`src/rtl/rv32_pkg.sv`:
```
// Shared RV32 pipeline types for the memory-access stage.
// Contents: execute-to-memory input packets, the memory-to-write-back packet,
// named load/store type encodings, the memory-stage FSM state enum, a helper
// that detects misaligned accesses, and a helper that builds the outgoing
// write-back packet.
package rv32_pkg;

    localparam logic [2:0] LOAD_LB  = 3'b000;
    localparam logic [2:0] LOAD_LH  = 3'b001;
    localparam logic [2:0] LOAD_LW  = 3'b010;
    localparam logic [2:0] LOAD_LBU = 3'b011;
    localparam logic [2:0] LOAD_LHU = 3'b100;

    localparam logic [1:0] STORE_SB = 2'b00;
    localparam logic [1:0] STORE_SH = 2'b01;
    localparam logic [1:0] STORE_SW = 2'b10;

    typedef struct packed {
        logic        read_enable;
        logic        write_enable;
        logic [31:0] addr;
        logic [31:0] data;
    } rv32_mem_packet_t;

    typedef struct packed {
        logic [2:0] load_type;
        logic [1:0] store_type;
    } rv32_ex_control_packet_t;

    typedef struct packed {
        logic        valid_opcode;
        logic [4:0]  wb_addr;
        logic [31:0] wb_pc;
        logic [31:0] wb_data;
        logic        wb_enable;
    } rv32_ex2mem_wb_packet_t;

    typedef struct packed {
        logic        valid_opcode;
        logic [4:0]  wb_addr;
        logic [31:0] wb_pc;
        logic [31:0] wb_data;
        logic        wb_enable;
    } rv32_mem2wb_packet_t;

    typedef enum logic [1:0] {
        MEM_IDLE,
        MEM_REQ,
        MEM_RESP,
        MEM_DONE
    } mem_state_t;

    // Byte accesses never fault; halfwords need addr[0]=0; words need addr[1:0]=00.
    // Unknown type encodings are treated as word accesses.
    function automatic logic is_misaligned(input logic       is_load,
                                           input logic [2:0] load_type,
                                           input logic [1:0] store_type,
                                           input logic [1:0] addr_lo);
        logic mis;
        mis = 1'b0;
        if (is_load) begin
            case (load_type)
                LOAD_LB, LOAD_LBU: mis = 1'b0;
                LOAD_LH, LOAD_LHU: mis = addr_lo[0];
                default:           mis = |addr_lo;
            endcase
        end else begin
            case (store_type)
                STORE_SB: mis = 1'b0;
                STORE_SH: mis = addr_lo[0];
                default:  mis = |addr_lo;
            endcase
        end
        return mis;
    endfunction

    function automatic rv32_mem2wb_packet_t make_wb(input rv32_ex2mem_wb_packet_t p,
                                                    input logic [31:0]           data,
                                                    input logic                  enable);
        rv32_mem2wb_packet_t r;
        r.valid_opcode = p.valid_opcode;
        r.wb_addr      = p.wb_addr;
        r.wb_pc        = p.wb_pc;
        r.wb_data      = data;
        r.wb_enable    = enable;
        return r;
    endfunction

endpackage

```
`src/rtl/rv32_load_align.sv`:
```
// Load data alignment: selects the addressed byte or halfword from the full
// memory word and sign- or zero-extends it according to the load type.
// Ports:
//   addr_lo   in  2  - byte offset of the access within the word
//   load_type in  3  - LB/LH/LW/LBU/LHU encoding
//   rdata     in 32  - full word returned by data memory
//   data      out 32 - aligned, extended load result
module rv32_load_align
    import rv32_pkg::*;
(
    input  logic [1:0]  addr_lo,
    input  logic [2:0]  load_type,
    input  logic [31:0] rdata,
    output logic [31:0] data
);

    logic [7:0]  byte_sel;
    logic [15:0] half_sel;

    always_comb begin
        // NOTE: every combinational output gets a default first so no path
        // through the case statements can infer a latch.
        byte_sel = 8'h00;
        half_sel = 16'h0000;
        data     = rdata;

        case (addr_lo)
            2'd0:    byte_sel = rdata[7:0];
            2'd1:    byte_sel = rdata[15:8];
            2'd2:    byte_sel = rdata[23:16];
            default: byte_sel = rdata[31:24];
        endcase

        half_sel = addr_lo[1] ? rdata[31:16] : rdata[15:0];

        case (load_type)
            LOAD_LB:  data = {{24{byte_sel[7]}}, byte_sel};
            LOAD_LBU: data = {24'h000000, byte_sel};
            LOAD_LH:  data = {{16{half_sel[15]}}, half_sel};
            LOAD_LHU: data = {16'h0000, half_sel};
            default:  data = rdata;
        endcase
    end

endmodule

```
`src/rtl/mem_access_stage.sv`:
```
// Memory-access stage of the in-order RV32IM pipeline. Accepts one execute
// result per handshake, issues at most one data-memory request per
// instruction, aligns load data and emits one write-back packet per
// instruction. Upstream is stalled while a transaction is outstanding.
// Ports:
//   clk, rst                      - clock, synchronous active-high reset
//   in_valid / in_ready           - execute handshake
//   mem_packet, ex_control_packet,
//   wb_packet                     - execute outputs captured on transfer
//   dmem_req_*                    - data memory request channel (valid/ready)
//   dmem_rsp_valid/rdata          - data memory load response
//   out_valid, out_wb_packet      - one-cycle write-back pulse and payload
//   misaligned_exc                - flags a misaligned access with out_valid
module mem_access_stage
    import rv32_pkg::*;
(
    input  logic                    clk,
    input  logic                    rst,
    input  logic                    in_valid,
    output logic                    in_ready,
    input  rv32_mem_packet_t        mem_packet,
    input  rv32_ex_control_packet_t ex_control_packet,
    input  rv32_ex2mem_wb_packet_t  wb_packet,
    output logic                    dmem_req_valid,
    input  logic                    dmem_req_ready,
    output logic                    dmem_req_we,
    output logic [31:0]             dmem_req_addr,
    output logic [31:0]             dmem_req_wdata,
    output logic [3:0]              dmem_req_wstrb,
    input  logic                    dmem_rsp_valid,
    input  logic [31:0]             dmem_rsp_rdata,
    output logic                    out_valid,
    output rv32_mem2wb_packet_t     out_wb_packet,
    output logic                    misaligned_exc
);

    mem_state_t state;

    logic        accept;
    logic        in_is_load;
    logic        in_is_mem;
    logic        in_mis;
    logic        in_wb_enable;
    logic [3:0]  in_wstrb;
    logic [31:0] in_wdata;

    // Write-back fields and load alignment info kept while memory is busy.
    // The stored wb_enable already folds in the rd!=0 and misalignment terms.
    rv32_ex2mem_wb_packet_t pend_wb;
    logic                   pend_is_load;
    logic [2:0]             pend_load_type;
    logic [1:0]             pend_addr_lo;
    logic [31:0]            load_data;

    always_comb begin
        accept       = in_valid && in_ready;
        // Both enables set is handled as a load.
        in_is_load   = mem_packet.read_enable;
        in_is_mem    = mem_packet.read_enable || mem_packet.write_enable;
        in_mis       = in_is_mem && is_misaligned(in_is_load, ex_control_packet.load_type,
                                                  ex_control_packet.store_type,
                                                  mem_packet.addr[1:0]);
        in_wb_enable = wb_packet.wb_enable && (wb_packet.wb_addr != 5'd0) && !in_mis;
        in_wstrb     = 4'b0000;
        in_wdata     = 32'h0000_0000;
        if (!in_is_load) begin
            case (ex_control_packet.store_type)
                STORE_SB: begin
                    in_wstrb = 4'b0001 << mem_packet.addr[1:0];
                    in_wdata = {4{mem_packet.data[7:0]}};
                end
                STORE_SH: begin
                    in_wstrb = 4'b0011 << mem_packet.addr[1:0];
                    in_wdata = {2{mem_packet.data[15:0]}};
                end
                default: begin
                    in_wstrb = 4'b1111;
                    in_wdata = mem_packet.data;
                end
            endcase
        end
    end

    rv32_load_align u_load_align (
        .addr_lo   (pend_addr_lo),
        .load_type (pend_load_type),
        .rdata     (dmem_rsp_rdata),
        .data      (load_data)
    );

    // NOTE: all state and registered outputs use non-blocking assignments so
    // every flop samples pre-edge values regardless of statement order.
    always_ff @(posedge clk) begin
        if (rst) begin
            state          <= MEM_IDLE;
            in_ready       <= 1'b1;
            dmem_req_valid <= 1'b0;
            dmem_req_we    <= 1'b0;
            dmem_req_addr  <= 32'h0000_0000;
            dmem_req_wdata <= 32'h0000_0000;
            dmem_req_wstrb <= 4'b0000;
            out_valid      <= 1'b0;
            out_wb_packet  <= '0;
            misaligned_exc <= 1'b0;
            pend_wb        <= '0;
            pend_is_load   <= 1'b0;
            pend_load_type <= 3'b000;
            pend_addr_lo   <= 2'b00;
        end else begin
            out_valid      <= 1'b0;
            misaligned_exc <= 1'b0;

            case (state)
                MEM_IDLE, MEM_DONE: begin
                    if (accept) begin
                        pend_wb           <= wb_packet;
                        pend_wb.wb_enable <= in_wb_enable;
                        pend_is_load      <= in_is_load;
                        pend_load_type    <= ex_control_packet.load_type;
                        pend_addr_lo      <= mem_packet.addr[1:0];
                        if (in_is_mem && !in_mis) begin
                            state          <= MEM_REQ;
                            in_ready       <= 1'b0;
                            dmem_req_valid <= 1'b1;
                            dmem_req_we    <= !in_is_load;
                            dmem_req_addr  <= {mem_packet.addr[31:2], 2'b00};
                            dmem_req_wdata <= in_wdata;
                            dmem_req_wstrb <= in_wstrb;
                        end else begin
                            // Non-memory or misaligned: complete without touching memory.
                            state          <= MEM_DONE;
                            in_ready       <= 1'b1;
                            out_valid      <= 1'b1;
                            misaligned_exc <= in_mis;
                            out_wb_packet  <= make_wb(wb_packet, wb_packet.wb_data, in_wb_enable);
                        end
                    end else begin
                        state    <= MEM_IDLE;
                        in_ready <= 1'b1;
                    end
                end

                MEM_REQ: begin
                    if (dmem_req_ready) begin
                        dmem_req_valid <= 1'b0;
                        dmem_req_we    <= 1'b0;
                        dmem_req_wstrb <= 4'b0000;
                        if (pend_is_load) begin
                            state <= MEM_RESP;
                        end else begin
                            state         <= MEM_DONE;
                            in_ready      <= 1'b1;
                            out_valid     <= 1'b1;
                            out_wb_packet <= make_wb(pend_wb, pend_wb.wb_data, pend_wb.wb_enable);
                        end
                    end
                end

                MEM_RESP: begin
                    if (dmem_rsp_valid) begin
                        state         <= MEM_DONE;
                        in_ready      <= 1'b1;
                        out_valid     <= 1'b1;
                        out_wb_packet <= make_wb(pend_wb, load_data, pend_wb.wb_enable);
                    end
                end

                default: begin
                    state    <= MEM_IDLE;
                    in_ready <= 1'b1;
                end
            endcase
        end
    end

endmodule

```
`config.mk`:
```
export PLATFORM = sky130hd
export DESIGN_NAME = mem_access_stage
export DESIGN_NICKNAME = d
export VERILOG_FILES = /design/src/rtl/rv32_pkg.sv /design/src/rtl/rv32_load_align.sv /design/src/rtl/mem_access_stage.sv
export SDC_FILE = /design/constraint.sdc
export NUM_CORES = 1
export LEC_CHECK = 0
export CORE_MARGIN = 4
export CORE_UTILIZATION = 47
export CTS_CLUSTER_SIZE = 16
export DETAILED_ROUTE_END_ITERATION = 8
export GPL_ROUTABILITY_DRIVEN = 0
export PLACE_DENSITY = 0.8
export SETUP_SLACK_MARGIN = 0.5
export SYNTH_ARGS = -nofsm -noshare
export SYNTH_HDL_FRONTEND = slang
export SYNTH_SLANG_ARGS = --single-unit
```
`constraint.sdc`:
```
create_clock -name clk -period 5.25 [get_ports clk]
set_input_delay 0.525 -clock clk [delete_from_list [all_inputs] [get_ports clk]]
set_output_delay 0.525 -clock clk [all_outputs]
set_load 0.02 [all_outputs]
```
# == Word level (Yosys, flattened, before mapping) ==
# Index checks and enable logic that the tools add are counted.
# op_classes
shifts,2
n_eq_ne,18
reduce_logical,26
bitwise,2
mux,44
# ops
cell,count
2-to-1 mux 71 bit,5
one-hot mux 71 bit (3 select lines),1
one-hot mux 32 bit (4 select lines),1
one-hot mux 32 bit (2 select lines),1
2-to-1 mux 32 bit,1
one-hot mux 8 bit (3 select lines),1
2-to-1 mux 1 bit,16
2-to-1 mux 16 bit,1
2-to-1 mux 4 bit,4
one-hot mux 4 bit (2 select lines),2
"inequality test 2 bit, second input constant",6
2-to-1 mux 2 bit,4
one-hot mux 1 bit (2 select lines),4
OR reduction 2 bit,4
"== test 2 x 1 -> 1 bit, second input constant",3
"== test 2 bit, second input constant",3
"== test 3 x 1 -> 1 bit, second input constant",2
"== test 3 x 2 -> 1 bit, second input constant",2
"== test 3 bit, second input constant",2
logical NOT 2 bit,3
logical NOT 3 bit,2
one-hot mux 1 bit (3 select lines),2
one-hot mux 2 bit (3 select lines),1
AND reduction 3 bit,2
12 further kinds,19
# word_totals
input_bits,179
wordCells,114
register_bits,221
output_inout_bits,144

# == Longest topological paths before layout ==
# Gate-level depths: netlist of the first run.
# logic_depth
ltp_word,10
mapped_depth,10
depth_no_buf,7

# == Modules after synthesis ==
# From an unflattened synthesis of the first run, not the netlist that was laid out.
# hier_totals
cells_unflattened,1362
hier_area_um2,10994.3
# modules_own_cells
module,instances,cells_per_inst,area_per_inst_um2,seq_area_each_um2
mem_access_stage,1,1273,10184.8,4424.2
rv32_load_align,1,89,809.5,0.0

# == Worst setup path before layout of the first run ==
# No wires, ideal clock.
# synth_path
path_kind,input to register
start,input mem_packet[32] (netlist name)
end,register out_wb_packet[49] (netlist name)
setup_slack_ps,3158
path_buffers,3
setup_ps,132
arrival_time_ps,1960
cell_stages,8
path_cell_list,buf_2 -> maj3_1 -> o211ai_2 -> a211oi_1 -> buf_2 -> buf_2 -> a32oi_1 -> a21oi_1
# synth_between
elab_chain_len,8
# synth_rtl
item,line_no,source
start: declaration,mem_access_stage.sv:21,"input rv32_mem_packet_t mem_packet,"
OR reduction 2 bit,"rv32_pkg.sv:65, rv32_pkg.sv:71",
one-hot mux 1 bit (2 select lines) (on tied branches),"rv32_pkg.sv:68, rv32_pkg.sv:62",
2-to-1 mux 1 bit *,rv32_pkg.sv:61,if (is_load) begin
logical AND 1 bit *,mem_access_stage.sv:60,"in_mis = in_is_mem && is_misaligned(in_is_load, ex_control_packet.load_type,"
logical NOT 1 bit *,mem_access_stage.sv:121,if (in_is_mem && !in_mis) begin
logical AND 1 bit *,mem_access_stage.sv:121,
inequality test 2 bit (no line) *,n/a,
AND reduction 5 bit (no line) *,n/a,
end signal: assignment,mem_access_stage.sv:135,"out_wb_packet <= make_wb(wb_packet, wb_packet.wb_data, in_wb_enable);"
end signal: assignment,mem_access_stage.sv:154,"out_wb_packet <= make_wb(pend_wb, pend_wb.wb_data, pend_wb.wb_enable);"
end signal: assignment,mem_access_stage.sv:164,"out_wb_packet <= make_wb(pend_wb, load_data, pend_wb.wb_enable);"
end: declaration,mem_access_stage.sv:33,"output rv32_mem2wb_packet_t out_wb_packet,"
# Every way passes the cells marked *; elsewhere a longest branch is shown, timed or not.
# A chain may end at the register's enable or synchronous reset.

# == Final worst setup path of the first run ==
# layout_path
start,input ex_control_packet[0] (netlist name)
end,register dmem_req_addr[3]
# layout_between
elab_chain_len,7
# layout_rtl
item,line_no,source
start: declaration,mem_access_stage.sv:22,"input rv32_ex_control_packet_t ex_control_packet,"
== test 2 x 1 -> 1 bit or logical NOT 2 bit (tied branches),rv32_pkg.sv:68,case (store_type)
one-hot mux 1 bit (2 select lines) *,rv32_pkg.sv:68,
2-to-1 mux 1 bit *,rv32_pkg.sv:61,
logical AND 1 bit *,mem_access_stage.sv:60,
logical NOT 1 bit *,mem_access_stage.sv:121,
logical AND 1 bit *,mem_access_stage.sv:121,
AND reduction 3 bit (no line) *,n/a,
end signal: assignment,mem_access_stage.sv:126,"dmem_req_addr <= {mem_packet.addr[31:2], 2'b00};"
end: declaration,mem_access_stage.sv:27,"output logic [31:0] dmem_req_addr,"
# Marks and branches as above.

==> impl_metrics.env, run 1 <==
export IMPL_yosys_area_top_type="dfxtp_1"
export IMPL_synthMuxAreaShare=0.0628
export IMPL_hold_violations=0
export IMPL_instances_no_fill=1855
export IMPL_dpl_cell_count=1810
export IMPL_grt_pass1_wl_um=55400
export IMPL_nets=1737
export IMPL_cts_resized=0
export IMPL_whs_path_depth=2
export IMPL_status="completed"
export IMPL_ys_warnings_count=0
export IMPL_ys_flop_type="dfxtp_1"
export IMPL_start_util=0.480
export IMPL_cp_required_ps=5690
export IMPL_finalCritPeriodShare=0.639
export IMPL_htree_levels=1
export IMPL_die_h_um=158
export IMPL_slew_viol_final=0
export IMPL_synth_simple_gate_area_frac=0.191
export IMPL_totalWireLength_um=35800
export IMPL_cp_start_kind="input port"
export IMPL_cp_end_kind="flop"
export IMPL_synthXorXnorAreaFrac=0.00249
export IMPL_max_freq_mhz=298
export IMPL_io_buffers=320
export IMPL_rsz0062_at_grt="false"
export IMPL_whs_ps=449
export IMPL_cts_buffer_depth=3
export IMPL_synth_compound_area_frac=0.264
export IMPL_yosysMostFrequentCell="nand2_1"
export IMPL_synth_cells=1315
export IMPL_fin_skew_ps=13.7
export IMPL_synth_commonest_cells="nand2_1 (321), dfxtp_1 (221), a21oi_1 (211), clkbuf_1 (84), nor2_1 (64)"
export IMPL_die_w_um=158
export IMPL_drtIter0Drc=930
export IMPL_synth_edf_count=0
export IMPL_dp_hpwl_um=23800
export IMPL_rr_endpoint="dmem_req_addr[3]$_SDFFE_PP0P_"
export IMPL_synth_fa_ha_area_frac=0.00332
export IMPL_cts_root_buf="clkbuf_16"
export IMPL_crit_fanout=43
export IMPL_vias=10942
export IMPL_cts_tree="built"
export IMPL_synth_top_area_share=0.420
export IMPL_gr_total_overflow=0
export IMPL_hp_class="flop to flop"
export IMPL_layout_setup_ws_ps=1890
export IMPL_drive_gt1_frac=0.0693
export IMPL_setup_violations=0
export IMPL_min_from="out_wb_packet[32]$_SDFFE_PP0P_"
export IMPL_vdd_ir_drop_max_mv=0.336
export IMPL_power_leakage_nw=5.18
export IMPL_synthArstFlopShare=0
export IMPL_synth_top_family_by_area="compound AO/OA/AOI/OAI gates"
export IMPL_ctsHoldBuffers=0
export IMPL_crit_type="input port to flop"
export IMPL_firstDrtPassIters=6
export IMPL_cts_setup_buffers=0
export IMPL_fp_row_count=54
export IMPL_synthTopCellsByArea="dfxtp_1 (42%), nand2_1 (11%), a21oi_1 (10%)"
export IMPL_yosysUniqueCellTypes=64
export IMPL_power_mw=7.60
export IMPL_vias_per_cell=5.90
export IMPL_final_antenna_net_count=0
export IMPL_dieArea_mm2=0.0249
export IMPL_period_minus_slack_ps=3360
export IMPL_syn_area_mm2=0.0105
export IMPL_core_area_mm2=0.0220
export IMPL_drv_cap=0
export IMPL_tns_ps=0
export IMPL_antenna_found_initial=1
export IMPL_insertion_delay_ps=520
export IMPL_syn_to_final_growth_pct=38.4
export IMPL_grt_pass1_vias=10394
export IMPL_ys_seq_elements=221
export IMPL_cp_arrival_ps=3800
export IMPL_reg2reg_depth=9
export IMPL_remaining_drc_errors=0
export IMPL_gr_usage_all_layers=0.273
export IMPL_worstReg2RegStart="state[0]$_SDFFE_PP0P_"
export IMPL_grt_max_degree=115
export IMPL_synth_avg_cell_area_um2=8.02
export IMPL_clk_pin_slew_ps=60
export IMPL_clock_sinks=221
export IMPL_wl_per_cell_um=19.3
export IMPL_maxSlewHeadroom=0.215
export IMPL_powerDensity_mw_per_mm2=521
export IMPL_io_pins=323
export IMPL_worst_pin_slew_ps=1170
export IMPL_place_ws_ps=1450
export IMPL_rrSetupSlack_ps=2120
export IMPL_yosysSeqAreaShare=0.420
export IMPL_hold_end="out_wb_packet[32]$_SDFFE_PP0P_"
export IMPL_cts_made_buffers=24
-- worst max-delay path, stage by stage --
cell and delay [ps]:
clkdlybuf4s50_1 870, nor2_4 190, o2111ai_2 220, buf_4 360
a21boi_4 970, buf_4 390, nand2_1 90, a21oi_1 140
-- area by class of cell --
class	count	area (um2)
diodes	3	7.51
clock buffers	34	698
clock inverters	8	154
fillers	1799	7370
inverters	15	56.3
multi-input cells	960	5590
flip-flops and latches	221	4420
well taps	280	350
repair buffers	334	3310
-- worst max path at each step --
stage,end,startpoint,slack [ps],cells after the start
after floorplan,out_wb_packet[49]$_SDFFE_PP0P_,mem_packet[32],3160,8
after global placement,dmem_req_addr[2]$_SDFFE_PP0P_,ex_control_packet[0],1550,8
after detailed placement,dmem_req_addr[16]$_SDFFE_PP0P_,ex_control_packet[0],1450,8
after CTS,dmem_req_addr[3]$_SDFFE_PP0P_,ex_control_packet[0],1950,8
after global routing,dmem_req_addr[18]$_SDFFE_PP0P_,ex_control_packet[0],1720,8
final,dmem_req_addr[3]$_SDFFE_PP0P_,ex_control_packet[0],1890,8
-- flip-flops by register name, indices dropped and copies added, names as in the netlist --
name	count
dmem_req_wstrb	4
state	2
pend_load_type	3
dmem_req_addr	30
dmem_req_wdata	32
pend_is_load	1
in_ready	1
pend_addr_lo	2
dmem_req_we	1
out_wb_packet	71
misaligned_exc	1
out_valid	1
dmem_req_valid	1
pend_wb	71
-- routing by layer --
| metal | track usage | wire length (um) |
|---|---|---|
| met5 | 0 | 0 |
| met1 | 0.353 | 14400 |
| met3 | 0.0659 | 3360 |
| met4 | 0.0877 | 1100 |
| met2 | 0.450 | 17000 |
-- cells in the final DEF (no fill, tap or decap), types with 3 or more instances in the layout --
cell type / instances
nand2_1: 320
clkdlybuf4s50_1: 319
dfxtp_1: 221
a21oi_1: 210
nor2_1: 63
a22o_1: 40
a32oi_1: 38
o21ai_0: 32
mux2i_1: 29
nor3_1: 26
clkbuf_16: 24
a211oi_1: 21
mux2_2: 19
o221ai_1: 16
inv_1: 15
o22ai_1: 14
buf_4: 14
nand2b_1: 11
nor3b_1: 10
a221oi_1: 9
or3b_2: 8
a32o_1: 8
mux4_2: 7
and3_1: 7
a41o_1: 7
nor2b_1: 6
clkbuf_8: 6
nand3_1: 4
o2bb2ai_1: 4
or2_2: 4
bufinv_16: 4
clkbuf_1: 4
diode_2: 3
-- logic make-up (layout without fill, tap and decap cells) --
group           Yosys count  count (layout)
fa+ha+maj                 3               3
other cells               1               5
compound gates          423             423
simple gates            474             474
flops                   221             221
buf+inv                 135             391
xor+xnor                  3               3
mux                      55              55
-- power breakdown --
part	switching (mW)	total (mW)	internal, mW
sequential	0.246	2.28	2.03
clock	0.692	1.81	1.12
combinational	2.20	3.50	1.31
-- through the flow --
step / utilization / instance area (um2)
floorplan: - / 10500
global placement: 0.625 / 13700
detailed placement: 0.625 / 13700
CTS: 0.664 / 14600
global route: 0.664 / 14600
finish: 0.664 / 14600
No activity file was read; power rests on OpenSTA's default activity.
==> inputs of run 2 (changes only) <==
Clock period 5.25 ns to 3.4 ns, I/O delays scaled along.
==> run 2 against run 1 <==
Net effect: global-route usage is 0.73 points higher; die area stayed put; clock power is 59% higher; count of clock-buffer cells in the layout is 5 higher; total power is 57% higher; cell area is 0.75% higher; clock skew is 1.1 ps higher; worst setup slack worse by 1200 ps; final cell count is 0.59% higher; combinational power is 59% higher; critical path depth is 1 lower; critical endpoint is now out_wb_packet[0]$_SDFFE_PP0P_; largest cell class unchanged; largest power group unchanged.
==> impl_metrics.env, run 2 (same netlist as run 1, synthesis figures left out) <==
export IMPL_cts_setup_buffers=0
export IMPL_instances_no_fill=1866
export IMPL_vias_per_cell=5.97
export IMPL_powerDensity_mw_per_mm2=814
export IMPL_gr_usage_all_layers=0.280
export IMPL_maxSlewHeadroom=0.207
export IMPL_dpl_cell_count=1820
export IMPL_power_leakage_nw=5.25
export IMPL_whs_path_depth=2
export IMPL_wl_per_cell_um=19.7
export IMPL_cts_buffer_depth=3
export IMPL_grt_pass1_wl_um=57200
export IMPL_crit_fanout=25
export IMPL_grt_pass1_vias=10705
export IMPL_fin_skew_ps=14.8
export IMPL_final_antenna_net_count=0
export IMPL_start_util=0.480
export IMPL_cts_made_buffers=25
export IMPL_antenna_found_initial=2
export IMPL_io_buffers=320
export IMPL_cp_arrival_ps=3130
export IMPL_tns_ps=0
export IMPL_fp_row_count=54
export IMPL_slew_viol_final=0
export IMPL_nets=1748
export IMPL_reg2reg_depth=7
export IMPL_period_minus_slack_ps=2730
export IMPL_io_pins=323
export IMPL_dieArea_mm2=0.0249
export IMPL_max_freq_mhz=366
export IMPL_final_common_cell="nand2_1"
export IMPL_worst_pin_slew_ps=1190
export IMPL_drtIter0Drc=918
export IMPL_die_h_um=158
export IMPL_cp_end_kind="flop"
export IMPL_drive_gt1_frac=0.0751
export IMPL_rsz0062_at_grt="true"
export IMPL_remaining_drc_errors=0
export IMPL_htree_levels=1
export IMPL_n_fill_cell=1810
export IMPL_cp_start_kind="flop"
export IMPL_grt_max_degree=106
export IMPL_vdd_ir_drop_max_mv=0.698
export IMPL_fin_util=0.669
export IMPL_insertion_delay_ps=520
export IMPL_vias=11138
export IMPL_dp_hpwl_um=24600
export IMPL_syn_to_final_growth_pct=39.4
export IMPL_setup_violations=0
export IMPL_hold_violations=0
export IMPL_reg_top3="out_wb_packet (71), pend_wb (71), dmem_req_wdata (32)"
export IMPL_firstDrtPassIters=8
export IMPL_finalCritPeriodShare=0.803
export IMPL_core_area_mm2=0.0220
export IMPL_cp_required_ps=3800
export IMPL_status="completed"
export IMPL_drv_cap=0
export IMPL_totalWireLength_um=36800
export IMPL_clock_sinks=221
export IMPL_hp_class="input port to flop"
export IMPL_crit_type="flop to flop"
export IMPL_final_cell_mix="nand2_1 (320), clkdlybuf4s50_1 (319), dfxtp_1 (221), a21oi_1 (210), nor2_1 (63)"
export IMPL_clk_pin_slew_ps=60
export IMPL_die_w_um=158
export IMPL_cts_root_buf="clkbuf_16"
export IMPL_gr_total_overflow=0
export IMPL_cts_tree="built"
==> run 2: changes by cell type in the layout (fill, tap and decap cells not counted) <==
cell        change
diode_2         -2
clkbuf_16       +1
buf_4           +9
clkinvlp_4      -1
buf_12          +1
clkinv_8        -1
clkbuf_1        +3
clkbuf_8        +1
==> run 2: worst max-delay path, stage by stage (launching register included) <==
cell	delay, ps
dfxtp_1	390
inv_1	60
ha_1	210
buf_4	210
a21o_1	290
a221oi_4	920
nor2_2	220
a22o_1	300
==> run 2: cell type report <==
type / instances / area, um2 / share of cell area
multi-input cells: 960 / 5590 / 0.380
flip-flops and latches: 221 / 4420 / 0.301
repair buffers: 344 / 3400 / 0.231
clock buffers: 39 / 748 / 0.0509
well taps: 280 / 350 / 0.0238
clock inverters: 6 / 130 / 0.00886
inverters: 15 / 56.3 / 0.00383
diodes: 1 / 2.50 / 0.000170
==> run 2: final timing paths <==
| check | slack (ps) | end | startpoint |
|---|---|---|---|
| setup / recovery | 670 | out_wb_packet[0]$_SDFFE_PP0P_ | state[1]$_SDFFE_PP0P_ |
| hold / removal | 350 | dmem_req_wdata[24]$_SDFFE_PP0P_ | rst |
| hold reg to reg | 450 | out_wb_packet[37]$_SDFFE_PP0P_ | out_wb_packet[37]$_SDFFE_PP0P_ |
| setup reg to reg | 670 | out_wb_packet[0]$_SDFFE_PP0P_ | state[1]$_SDFFE_PP0P_ |
==> run 2: power breakdown <==
group	internal (mW)	total [mW]	switching, mW
registers	3.14	3.51	0.369
clock network	1.80	2.87	1.07
logic	2.09	5.58	3.48
total	7.04	12.0	4.92
==> run 2: timing repair <==
action                     CTS  global route
gates resized for setup      0             0
setup endpoints to repair    0             4
hold buffers                 0             0
==> run 2: layer usage <==
metal  vias to the layer above  wire (um)  track usage
li1                       5181          -            -
met1                      5267      14300        0.357
met2                       584      17200        0.461
met3                       104       3760       0.0744
met4                         2       1440       0.0959
met5                         -         13            0
==> run 2: metrics by stage <==
stage	total power, mW	cell area (um2)	hold slack (ps)	setup WS, ps
2_1_floorplan	7.17	10500	436	1320
3_3_place_gp	8.93	13800	439	390
3_5_place_dp	9.04	13800	444	343
4_1_cts	11.9	14700	350	715
5_1_grt	12.6	14700	368	474
6_report	12.0	14700	347	671
